## src/rtl/btn_event_arbiter.sv

```systemverilog
// Collects one-clock event pulses from four channels and offers them one at a
// time to a valid/ready consumer in round-robin order; also generates the sample tick.
module btn_event_arbiter #(
  parameter int unsigned TICK_DIV = 100000
) (
  input  logic       clk_in,
  input  logic       reset,
  input  logic [3:0] pulse_in,
  output logic       sample_tick,
  output logic       evt_valid,
  output logic [1:0] evt_id,
  input  logic       evt_ready,
  output logic [3:0] overrun,
  input  logic       clr_overrun,
  output logic       busy
);

  typedef enum logic {IDLE, OFFER} state_t;

  localparam logic [19:0] CNT_MAX = 20'(TICK_DIV - 1);

  state_t      state_q, state_d;
  logic [19:0] cnt_q, cnt_d;
  logic [3:0]  pend_q, pend_d;
  logic [3:0]  overrun_q, overrun_d;
  logic [1:0]  evt_id_q, evt_id_d;
  logic [1:0]  last_q, last_d;
  logic [3:0]  clr_mask;
  logic [3:0]  ovr_set;
  logic [1:0]  win;
  logic [1:0]  idx;
  logic        found;

  // Free-running tick counter, independent of the arbiter.
  always_comb begin
    cnt_d = (cnt_q == CNT_MAX) ? '0 : cnt_q + 20'd1;
  end

  // Round-robin pick: scan from last_grant+1 upward with wrap.
  always_comb begin
    win   = last_q + 2'd1;
    found = 1'b0;
    idx   = '0;
    for (int unsigned k = 1; k <= 4; k++) begin
      idx = last_q + 2'(k);
      if (!found && pend_q[idx]) begin
        win   = idx;
        found = 1'b1;
      end
    end
  end

  always_comb begin
    state_d  = state_q;
    evt_id_d = evt_id_q;
    last_d   = last_q;
    clr_mask = '0;
    case (state_q)
      IDLE: begin
        if (pend_q != '0) begin
          state_d  = OFFER;
          evt_id_d = win;
        end
      end
      OFFER: begin
        if (evt_ready) begin
          clr_mask[evt_id_q] = 1'b1;
          last_d             = evt_id_q;
          state_d            = IDLE;
        end
      end
      default: state_d = IDLE;
    endcase
    // A pulse in the clearing cycle re-arms the channel instead of counting as lost.
    pend_d    = (pend_q & ~clr_mask) | pulse_in;
    ovr_set   = pulse_in & pend_q & ~clr_mask;
    overrun_d = ovr_set | (clr_overrun ? '0 : overrun_q);
  end

  always_ff @(posedge clk_in or posedge reset) begin
    if (reset) begin
      state_q   <= IDLE;
      cnt_q     <= '0;
      pend_q    <= '0;
      overrun_q <= '0;
      evt_id_q  <= '0;
      last_q    <= 2'd3;
    end else begin
      state_q   <= state_d;
      cnt_q     <= cnt_d;
      pend_q    <= pend_d;
      overrun_q <= overrun_d;
      evt_id_q  <= evt_id_d;
      last_q    <= last_d;
    end
  end

  assign sample_tick = (cnt_q == CNT_MAX);
  assign evt_valid   = (state_q == OFFER);
  assign evt_id      = evt_id_q;
  assign overrun     = overrun_q;
  assign busy        = (pend_q != '0) || (state_q == OFFER);

endmodule

```

## config.mk

```make
export PLATFORM = sky130hd
export DESIGN_NAME = btn_event_arbiter
export DESIGN_NICKNAME = d
export VERILOG_FILES = /design/src/rtl/btn_event_arbiter.sv
export SDC_FILE = /design/constraint.sdc
export NUM_CORES = 1
export LEC_CHECK = 0
export CORE_MARGIN = 3
export CORE_UTILIZATION = 28
export CTS_BUF_LIST = sky130_fd_sc_hd__clkbuf_8
export CTS_CLUSTER_DIAMETER = 200
export DETAILED_ROUTE_END_ITERATION = 10
export SLEW_MARGIN = 20
export SYNTH_ARGS = -nofsm -noshare
export SYNTH_HDL_FRONTEND = slang
export SYNTH_SLANG_ARGS = --single-unit
```

## constraint.sdc

```tcl
create_clock -name clk_in -period 3.7 [get_ports clk_in]
set_clock_uncertainty 0.05 [all_clocks]
set_input_delay 0.74 -clock clk_in [delete_from_list [all_inputs] [get_ports clk_in]]
set_output_delay 0.74 -clock clk_in [all_outputs]
set_load 0.1 [all_outputs]
```

==> flow_summary.json <==
{
  "pin_count": 17,
  "fmax_ghz": 0.334,
  "crit_chain": "ha_1 -> nand4_1 -> nor4_4 -> buf_4",
  "synthDistinctLibCells": 35,
  "fin_setup_tns_ns": 0,
  "synth_area_leaders": "dfrtp_1 (48%), xnor2_1 (8.2%), nor2_1 (3.5%), dfstp_2 (3.3%), nand3_1 (3.1%)",
  "p_int_w": 0.000707,
  "grt_usage_pct": 10.3,
  "status": "complete, no violations",
  "p_leak_nw": 0.805,
  "vias": 1150,
  "hold-path-endpoint": "cnt_q[14]",
  "worst-path-buf-inv": 1,
  "grt_pass1_wl_mm": 5.37,
  "grt_pass1_vias": 1127,
  "clk_latency_ns": 0.29,
  "max_slew_margin_pct": 34.6,
  "worstHoldPathCells": 1,
  "synth_area_per_cell_um2": 10.6,
  "p_sw_w": 0.000406,
  "power_w": 0.00111,
  "die_area_um2": 6670,
  "slowest_stage": "nor4_4",
  "setup-violations-final": 0,
  "timing.rr.end": "cnt_q[9]",
  "min_from": "cnt_q[14]",
  "synthesis.yosys.warnings": 0,
  "htreeDepth": 2,
  "synth_area_um2": 1600,
  "ctsResizeCount": 0,
  "crit_type": "reg -> out",
  "synth-seq-area-share_pct": 51.7,
  "power.share.sequential_pct": 42.0,
  "path_clk_slew_ns": 0.06,
  "overflow": 0,
  "postRouteAntennaNets": 0,
  "clockRootBuffer": "clkbuf_8",
  "synth_top_area_share_pct": 48.4,
  "combPwrFrac_pct": 29.1,
  "ir_worst_vdd_v": 0.000372,
  "syn_inst": 151,
  "rsz0062_at_grt": "false",
  "synth_top_cell_by_area": "dfrtp_1",
  "arrival_ns": 2.20,
  "drc": 0,
  "finalCriticalPeriod_ns": 2.99,
  "cts_sinks": 33,
  "antenna_found_initial": 0,
  "cp.required_ns": 2.91,
  "dp_hpwl_mm": 2.29,
  "wire_per_inst_um": 12.3,
  "core_um2": 5340,
  "final_layout_size_suffix_gt1_share_pct": 11.6,
  "clkPwrFrac_pct": 29.0,
  "first_iter_violations": 29,
  "dieWidth_um": 81.7,
  "wirelength_mm": 2.99,
  "cts_tree": "yes",
  "switching_share_pct": 36.5,
  "portBuffers": 16,
  "std_cell_rows": 26,
  "synth-seq-cells": 33,
  "fin_crit_sh_pct": 80.9,
  "postCtsSetupBuffers": 0,
  "startpoint_type": "register",
  "drt-pass1-iter-count": 4,
  "vias_per_cell": 4.73,
  "cts_buffer_depth": 2,
  "hold_viol": 0,
  "r2r_start": "cnt_q[0]",
  "start_util_pct": 30.0,
  "place_congestion": 0.766,
  "dpl.cell_count": 235,
  "drv_slew": 0,
  "grt_start_max_net_pins": 18,
  "cap_violations": 0,
  "num_antenna_cells": 0,
  "hp-class": "reg -> reg",
  "final_nets": 181,
  "cp-end-kind": "output pin",
  "rrSetupSlack_ns": 1.87,
  "syn_to_final_growth_pct": 21.5,
  "synth_nets": 160,
  "numCtsBuffers": 5,
  "cpLargestDelayFamily": "simple AND/OR/NAND/NOR gates",
  "crit_path_max_incr_delay_ns": 0.61,
  "stdcell_count": 243,
  "cp_max_fo": 10,
  "power_density_nw_per_um2": 572,
  "fp.dieH_um": 81.7,
  "reg2regPathDepth": 4,
  "cts_hold_buf": 0,
  "tightest_slew_ns": 0.978
}
## registers in the layout (all words and copies together) (netlist names)
register   flops
cnt_q         20
overrun        4
pend_q         4
evt_id         2
last_q         2
evt_valid      1
## cell families after synthesis
| logic type | count (synthesis) | synth area share (%) |
|---|---|---|
| flops | 33 | 51.7 |
| compound gates | 19 | 8.90 |
| simple gates | 65 | 23.9 |
| xor+xnor | 19 | 10.4 |
| buf+inv | 12 | 2.97 |
| fa+ha+maj | 1 | 0.781 |
| mux | 2 | 1.41 |
## worst max path at each step
| stage | startpoint | endpoint | cells after the start |
|---|---|---|---|
| floorplan | cnt_q[0] | sample_tick | 3 |
| finish | cnt_q[0] | sample_tick | 4 |
| global route | cnt_q[0] | sample_tick | 4 |
| CTS | cnt_q[0] | sample_tick | 4 |
| global placement | cnt_q[0] | sample_tick | 4 |
| detailed placement | cnt_q[0] | sample_tick | 4 |
## metal layers
layer / vias up / part of all wire, % / routed length (um) / global-route usage [%]
met5: - / 0 / 0 / 0
li1: 573 / - / - / -
met2: 21 / 43 / 1290 / 14.7
met4: 0 / 1.7 / 51 / 5.48
met1: 551 / 52 / 1550 / 14.8
met3: 5 / 3.0 / 89 / 1.64
## power by group through the flow
stage | combinational, W | clock (W) | sequential (W)
6_report | 0.000324 | 0.000323 | 0.000467
5_1_grt | 0.000345 | 0.000348 | 0.000478
4_1_cts | 0.000326 | 0.000333 | 0.000466
3_5_place_dp | 0.000326 | 0 | 0.000472
3_3_place_gp | 0.000325 | 0 | 0.000474
2_1_floorplan | 0.000121 | 0 | 0.000599
## synth_stat cells
library cell	number
nor4_4	2
nor4b_1	1
o221a_2	1
nor3_1	3
mux2_2	2
a32o_1	2
nor4b_2	1
o2bb2ai_1	2
nand2_1	13
o21ai_0	3
inv_1	9
nor4_2	1
and3_1	1
o41ai_1	1
and2_1	1
o22ai_1	4
nor2b_1	3
clkbuf_1	1
ha_1	1
buf_2	2
dfstp_2	2
nand4_1	6
nor4_1	4
a21oi_1	1
xnor2_1	15
a21o_1	2
nor2_1	15
dfrtp_1	31
o31ai_1	1
a22oi_1	1
nand2b_1	3
nand4_4	1
nand3_1	10
a222oi_1	1
xor2_1	4
## metrics by stage
stage          instance area [um2]  setup slack (ns)  utilization (%)  hold WS, ns
2_1_floorplan                 1600             0.726                -        0.410
3_3_place_gp                  1840              1.02             34.5        0.429
3_5_place_dp                  1840             0.954             34.5        0.432
4_1_cts                       1950             0.648             36.5        0.446
5_1_grt                       1950             0.529             36.5        0.481
6_report                      1950             0.707             36.5        0.442
## final cells by class
| type | instances | area (um2) |
|---|---|---|
| Inverter | 9 | 33.8 |
| Multi-Input combinational cell | 106 | 727 |
| Clock buffer | 5 | 68.8 |
| Timing Repair Buffer | 17 | 163 |
| Sequential cell | 33 | 828 |
| Clock inverter | 3 | 38.8 |
| Fill cell | 552 | 3390 |
| Tap cell | 70 | 87.6 |
## cell usage in the layout (no fill, tap or decap), drive strengths merged
master         Yosys  final
dfrtp             31     31
nor2              15     15
xnor2             15     15
clkdlybuf4s50      0     14
nand2             13     13
inv                9     10
nand3             10     10
nand4              7      7
nor4               7      7
clkbuf             1      5
xor2               4      4
o22ai              4      4
o21ai              3      3
nor3               3      3
nor2b              3      3
nand2b             3      3
buf                2      3
a32o               2      2
o2bb2ai            2      2
a21o               2      2
mux2               2      2
dfstp              2      2
nor4b              2      2
o31ai              1      1
and3               1      1
and2               1      1
a22oi              1      1
o221a              1      1
o41ai              1      1
a222oi             1      1
a21oi              1      1
ha                 1      1
bufinv             0      1
clkinv             0      1
No activity file was read; power rests on OpenSTA's default activity.
